==> src/rtl/imem_loader_pkg.sv <==
// Shared types and constants for the instruction-memory loader.
package imem_loader_pkg;

  localparam int NIBBLES_PER_WORD = 4;
  localparam int WORD_W           = 16;
  localparam int NIB_W            = 4;

  typedef logic [1:0] loader_state_t;

  localparam loader_state_t ST_IDLE    = 2'd0;
  localparam loader_state_t ST_COLLECT = 2'd1;
  localparam loader_state_t ST_WRITE   = 2'd2;
  localparam loader_state_t ST_DONE    = 2'd3;

  // Shift a partial word up so its n collected nibbles sit at the top, zero fill below.
  function automatic logic [WORD_W-1:0] left_align(input logic [WORD_W-1:0] w,
                                                   input logic [1:0] n);
    logic [WORD_W-1:0] r;
    case (n)
      2'd1:    r = w << 12;
      2'd2:    r = w << 8;
      2'd3:    r = w << 4;
      default: r = w;
    endcase
    return r;
  endfunction

endpackage

==> src/rtl/imem_loader_nibble_assembler.sv <==
// Builds 16-bit words from MS-first nibbles; full_o flags the 4th nibble being shifted in,
// partial_o flags a non-empty word after this cycle's shift. Registered, no backpressure.
module nibble_assembler
  import imem_loader_pkg::*;
(
  input  logic              clock,
  input  logic              reset,
  input  logic              shift_i,
  input  logic [NIB_W-1:0]  nibble_i,
  input  logic              clear_i,
  input  logic              pad_i,
  output logic [WORD_W-1:0] word_o,
  output logic              full_o,
  output logic              partial_o
);

  logic [WORD_W-1:0] word_q, word_d, word_sh;
  logic [1:0]        cnt_q, cnt_d, cnt_sh;

  always_comb begin
    word_sh = shift_i ? {word_q[WORD_W-NIB_W-1:0], nibble_i} : word_q;
    cnt_sh  = cnt_q + {1'b0, shift_i};
    word_d  = word_sh;
    cnt_d   = cnt_sh;
    if (clear_i) begin
      word_d = '0;
      cnt_d  = '0;
    end else if (pad_i) begin
      // A nibble arriving alongside pad is already folded into word_sh/cnt_sh.
      word_d = left_align(word_sh, cnt_sh);
    end
  end

  always_ff @(posedge clock) begin
    if (reset) begin
      word_q <= '0;
      cnt_q  <= '0;
    end else begin
      word_q <= word_d;
      cnt_q  <= cnt_d;
    end
  end

  assign word_o    = word_q;
  assign full_o    = shift_i && (cnt_q == 2'd3);
  assign partial_o = (cnt_sh != 2'd0);

endmodule

==> src/rtl/imem_loader.sv <==
// Fills instruction memory from a nibble stream, holding the CPU in reset while loading; im_wren
// fires the cycle after a word's 4th nibble, nibble_ready drops that cycle. LOADER_CHECKSUM_EN adds a word checksum.
module imem_loader
  import imem_loader_pkg::*;
#(
  parameter int ADDR_W = 8,
  parameter int DEPTH  = 256
) (
  input  logic              clock,
  input  logic              reset,
  input  logic              start,
  input  logic              finish,
  input  logic              nibble_valid,
  input  logic [NIB_W-1:0]  nibble,
  output logic              nibble_ready,
  output logic [ADDR_W-1:0] im_addr,
  output logic [WORD_W-1:0] im_data,
  output logic              im_wren,
  output logic              cpu_hold,
  output logic              busy,
  output logic              done,
  output logic              overflow,
  output logic [ADDR_W:0]   word_count,
  output logic [WORD_W-1:0] checksum
);

  localparam logic [ADDR_W:0] DEPTH_C = (ADDR_W+1)'(DEPTH);

  loader_state_t     state_q, state_d;
  logic [ADDR_W-1:0] addr_q, addr_d;
  logic [ADDR_W:0]   wc_q, wc_d;
  logic              ovf_q, ovf_d;
  logic              pend_q, pend_d;   // finish already consumed: go to DONE after this write
  logic              cap_q, cap_d;     // finish seen during WRITE, applied back in COLLECT
  logic              accept, load_start, fin_eff, asm_clear, asm_pad;
  logic              asm_full, asm_partial;
  logic [WORD_W-1:0] asm_word;

  assign accept  = nibble_valid && (state_q == ST_COLLECT);
  assign fin_eff = finish || cap_q;

  nibble_assembler u_asm (
    .clock     (clock),
    .reset     (reset),
    .shift_i   (accept),
    .nibble_i  (nibble),
    .clear_i   (asm_clear),
    .pad_i     (asm_pad),
    .word_o    (asm_word),
    .full_o    (asm_full),
    .partial_o (asm_partial)
  );

  always_comb begin
    state_d    = state_q;
    addr_d     = addr_q;
    wc_d       = wc_q;
    ovf_d      = ovf_q;
    pend_d     = pend_q;
    cap_d      = 1'b0;
    asm_clear  = 1'b0;
    asm_pad    = 1'b0;
    load_start = 1'b0;
    case (state_q)
      ST_IDLE, ST_DONE: begin
        if (start) begin
          load_start = 1'b1;
          state_d    = ST_COLLECT;
          addr_d     = '0;
          wc_d       = '0;
          ovf_d      = 1'b0;
          pend_d     = 1'b0;
          asm_clear  = 1'b1;
        end
      end
      ST_COLLECT: begin
        if (asm_full) begin
          if (wc_q == DEPTH_C) begin
            ovf_d   = 1'b1;
            state_d = ST_DONE;
          end else begin
            state_d = ST_WRITE;
            pend_d  = fin_eff;
          end
        end else if (fin_eff) begin
          if (!asm_partial) begin
            state_d = ST_DONE;
          end else if (wc_q == DEPTH_C) begin
            ovf_d   = 1'b1;
            state_d = ST_DONE;
          end else begin
            asm_pad = 1'b1;
            pend_d  = 1'b1;
            state_d = ST_WRITE;
          end
        end
      end
      default: begin
        addr_d    = addr_q + ADDR_W'(1);
        wc_d      = wc_q + (ADDR_W+1)'(1);
        asm_clear = 1'b1;
        pend_d    = 1'b0;
        if (pend_q) begin
          state_d = ST_DONE;
        end else begin
          state_d = ST_COLLECT;
          cap_d   = finish;
        end
      end
    endcase
  end

  always_ff @(posedge clock) begin
    if (reset) begin
      state_q <= ST_IDLE;
      addr_q  <= '0;
      wc_q    <= '0;
      ovf_q   <= 1'b0;
      pend_q  <= 1'b0;
      cap_q   <= 1'b0;
    end else begin
      state_q <= state_d;
      addr_q  <= addr_d;
      wc_q    <= wc_d;
      ovf_q   <= ovf_d;
      pend_q  <= pend_d;
      cap_q   <= cap_d;
    end
  end

`ifdef LOADER_CHECKSUM_EN
  logic [WORD_W-1:0] cks_q;

  always_ff @(posedge clock) begin
    if (reset || load_start) begin
      cks_q <= '0;
    end else if (state_q == ST_WRITE) begin
      cks_q <= cks_q + asm_word;
    end
  end

  assign checksum = cks_q;
`else
  logic unused_load_start;
  assign unused_load_start = load_start;
  assign checksum          = '0;
`endif

  assign nibble_ready = (state_q == ST_COLLECT);
  assign im_wren      = (state_q == ST_WRITE);
  assign im_addr      = addr_q;
  assign im_data      = asm_word;
  assign busy         = (state_q == ST_COLLECT) || (state_q == ST_WRITE);
  assign cpu_hold     = busy;
  assign done         = (state_q == ST_DONE);
  assign overflow     = ovf_q;
  assign word_count   = wc_q;

endmodule
==> config.mk <==
export PLATFORM = sky130hd
export DESIGN_NAME = imem_loader
export DESIGN_NICKNAME = d
export VERILOG_FILES = /design/src/rtl/imem_loader_pkg.sv /design/src/rtl/imem_loader_nibble_assembler.sv /design/src/rtl/imem_loader.sv
export SDC_FILE = /design/constraint.sdc
export NUM_CORES = 1
export LEC_CHECK = 0
export ABC_AREA = 1
export BUFFER_PORTS_ARGS = -buffer_cell sky130_fd_sc_hd__buf_4
export CORE_UTILIZATION = 45
export CTS_CLUSTER_DIAMETER = 150
export DETAILED_ROUTE_END_ITERATION = 6
export PLACE_DENSITY = 0.77
export SETUP_SLACK_MARGIN = 0.15
export SLEW_MARGIN = 20
export SYNTH_ARGS = -nofsm -noshare
export SYNTH_HDL_FRONTEND = slang
export SYNTH_HIERARCHICAL = 1
export SYNTH_SLANG_ARGS = --single-unit
==> constraint.sdc <==
create_clock -name clock -period 7.6 [get_ports clock]
set_clock_uncertainty 0.2 [all_clocks]
set_input_delay 1.52 -clock clock [delete_from_list [all_inputs] [get_ports clock]]
set_output_delay 1.52 -clock clock [all_outputs]
set_load 0.01 [all_outputs]
==> reports/qor.yml <==
outcome:
  outcome: "completed"
route:
  num_vias: 2295
  drt_iter0_drc: 110
  post_drt_wl_per_cell_um: 10.2
  wl_um: 5010
  viasPerCell: 4.68
  drt.antenna.violating_nets: 0
  dr.pass1.iters: 4
  drcViolationCount: 0
clocking:
  post_cts_buffers: 0
  cts_root_buffer: "clkbuf_8"
  clk_pin_slew_worst_paths_ps: 80
  cts_buffers: 5
  postCtsHoldBufs: 0
  clock_path_buffers: 2
  htree_levels: 2
  ctsResizeCount: 0
  cts_num_sinks: 40
  cts_tree: "built"
  clock_latency_ps: 300
yosys:
  synth-simple-area-share_pct: 38.2
  yosysTopAreaCell: "dfxtp_1"
  synth_top_family_by_area: "simple AND/OR/NAND/NOR gates"
  synthTopCellsByArea: "dfxtp_1 (32%), nand2_1 (16%), inv_1 (7.0%)"
  synthAdderAreaFrac_pct: 3.99
  synth_cell_types: 32
  synth_mux_area_share_pct: 0
  synth_compound_area_share_pct: 8.78
  synthXorXnorAreaFrac_pct: 0
  yosysTopAreaCellShare_pct: 31.9
  yosys_warnings: 6
  synth-seq-cells: 40
  netlist_instances: 377
  syn_area_um2: 2510
  ys_seq_area_share_pct: 31.9
  avgSynthCellArea_um2: 6.65
timing:
  fin_crit_ps: 3950
  rsz0062_at_grt: "no"
  max_freq_mhz: 253
  worstMarginPinSlew_ps: 618
  slew_headroom_pct: 58.7
  slew_viol_final: 0
  setup_tns_ps: 0
  hold_viol_final: 0
  finalSetupViolCount: 0
  holdWs_ps: 253
  period_share_pct: 52.0
grt:
  grt-ovfl-total: 0
  use_met1_pct: 24.1
  grt_pass1_vias: 1906
  use_met3_pct: 3.47
  grt_busiest_layer: "met2"
  met2_usage_pct: 27.6
  antenna_found_initial: 0
  grt_max_degree: 23
  track_usage_pct: 17.5
  grt_pass1_wl_um: 8420
floorplan:
  coreArea_um2: 5240
  io_pins: 64
  rows: 26
  die_area_um2: 5870
  die_w_um: 76.6
  start_util_pct: 47.9
  die_h_um: 76.6
finish:
  utilization_pct: 55.5
  antenna_cells: 0
  nets: 436
  syn_to_final_growth_pct: 16.0
  final_cell_mix: "nand2_1 (104), inv_1 (47), nor2_1 (47), buf_4 (47), dfxtp_1 (40)"
  drive_above_1_share_pct: 19.0
  final_common_cell: "nand2_1"
critical_path:
  cp-end-kind: "register"
  worstPathArrival_ps: 3950
  slowest_delay_ps: 600
  path_class: "in -> reg"
  path_cells: "buf_4 -> nand2_1 -> inv_1 -> ha_1 -> inv_4 -> nand3_4 -> nand2_1 -> nor3_1 -> nand2_4 -> inv_6 -> nand2_1 -> nor2_1 -> nor2_1"
  cpMaxStageDelayCell: "ha_1"
  cp_max_fo: 22
  required_ps: 7600
  crit_path_start_kind: "primary input"
  cp_common_cell: "nand2_1"
worst_hold_path:
  hp-class: "reg -> reg"
power_and_ir_drop:
  p_seq_share_pct: 32.6
  comb_power_share_pct: 44.3
  leakage_nw: 1.41
  pwr-share-clk_pct: 23.1
  peakVddDrop_v: 0.000141
  p_sw_share_pct: 41.9
  power_switching_w: 0.000317
  power_density_nw_per_um2: 260
  internal-power_w: 0.000439
placement:
  finalWeightedCongestion: 0.820
  dp_hpwl_um: 3860
  io_buffers: 47
job:
  maxCapViolations: 0
logic make-up after synthesis:
group / count (synthesis)
simple gates: 207
buf+inv: 79
other cells: 1
fa+ha+maj: 8
flops: 40
compound gates: 42
layer usage:
layer	up-vias	share of wire, %
met4	0	1.2
met5	-	0
li1	1220	-
met1	1009	49
met3	6	5.4
met2	60	44
area by class of cell:
type | instances | area (µm²)
Clock buffer | 5 | 68.8
Clock inverter | 3 | 42.5
Fill cell | 526 | 2330
Inverter | 52 | 218
Multi-Input combinational cell | 273 | 1340
Sequential cell | 40 | 801
Tap cell | 70 | 87.6
Timing Repair Buffer | 47 | 353
worst paths after layout:
kind | from | end | slack, ps | cells past startpoint
worst max-delay path | nibble_valid | u_asm/word_o[14]$_SDFF_PP0_ | 3650 | 13
worst min-delay path | pend_q$_SDFFE_PP0P_ | cap_q$_SDFF_PP0_ | 250 | 1
worst max register to register | state_q[1]$_SDFFE_PP0P_ | u_asm/word_o[14]$_SDFF_PP0_ | 4100 | 14
worst min register to register | pend_q$_SDFFE_PP0P_ | cap_q$_SDFF_PP0_ | 250 | 1
Yosys cell counts:
cell type and number:
conb_1 1, nor2_8 1, o21ai_1 5, o21ai_2 2, or2_1 1, ha_1 8, inv_1 47, inv_2 1
inv_6 1, inv_4 2, nand4_1 3, o21ai_0 13, nand4_2 1, nand3_4 2, and2_1 1, o21bai_1 1
nor2_4 1, buf_4 19, buf_6 4, dfxtp_1 40, nand3_1 27, nor2_2 4, nand2_2 3, clkinv_8 1
nor3_4 1, nand2_4 4, nand3_2 1, nor3_1 6, a21oi_1 21, nand2_1 104, nor2_1 47, buf_2 4
power by group through the flow:
stage	Combinational, W	Clock, W	Sequential, W
floorplan	0.000277	0	0.000253
global placement	0.000329	0	0.000251
detailed placement	0.000336	0	0.000252
CTS	0.000336	0.000178	0.000247
global route	0.000375	0.000187	0.000249
finish	0.000335	0.000175	0.000247
flip-flops by register name, indices dropped and copies added (netlist names):
register,count
overflow,1
pend_q,1
im_addr,8
u_asm/word_o,16
cap_q,1
state_q,2
word_count,9
u_asm/cnt_q,2
per-stage QoR:
| stage | total power, W | cells | area [µm²] | setup slack [ps] |
|---|---|---|---|---|
| 2_1_floorplan | 0.000530 | 392 | 2560 | 4150 |
| 3_3_place_gp | 0.000580 | 482 | 2800 | 3420 |
| 3_5_place_dp | 0.000588 | 482 | 2800 | 3330 |
| 4_1_cts | 0.000762 | 490 | 2910 | 3650 |
| 5_1_grt | 0.000811 | 490 | 2910 | 3440 |
| 6_report | 0.000756 | 490 | 2910 | 3650 |
critical path: cells and delay by family:
family / cells / cell delay [ps]
AND/OR/NAND/NOR: 8 / 1160
adder cells (fa/ha/maj): 1 / 600
buffers and inverters: 4 / 660
Power figures use the tool's default switching activity.
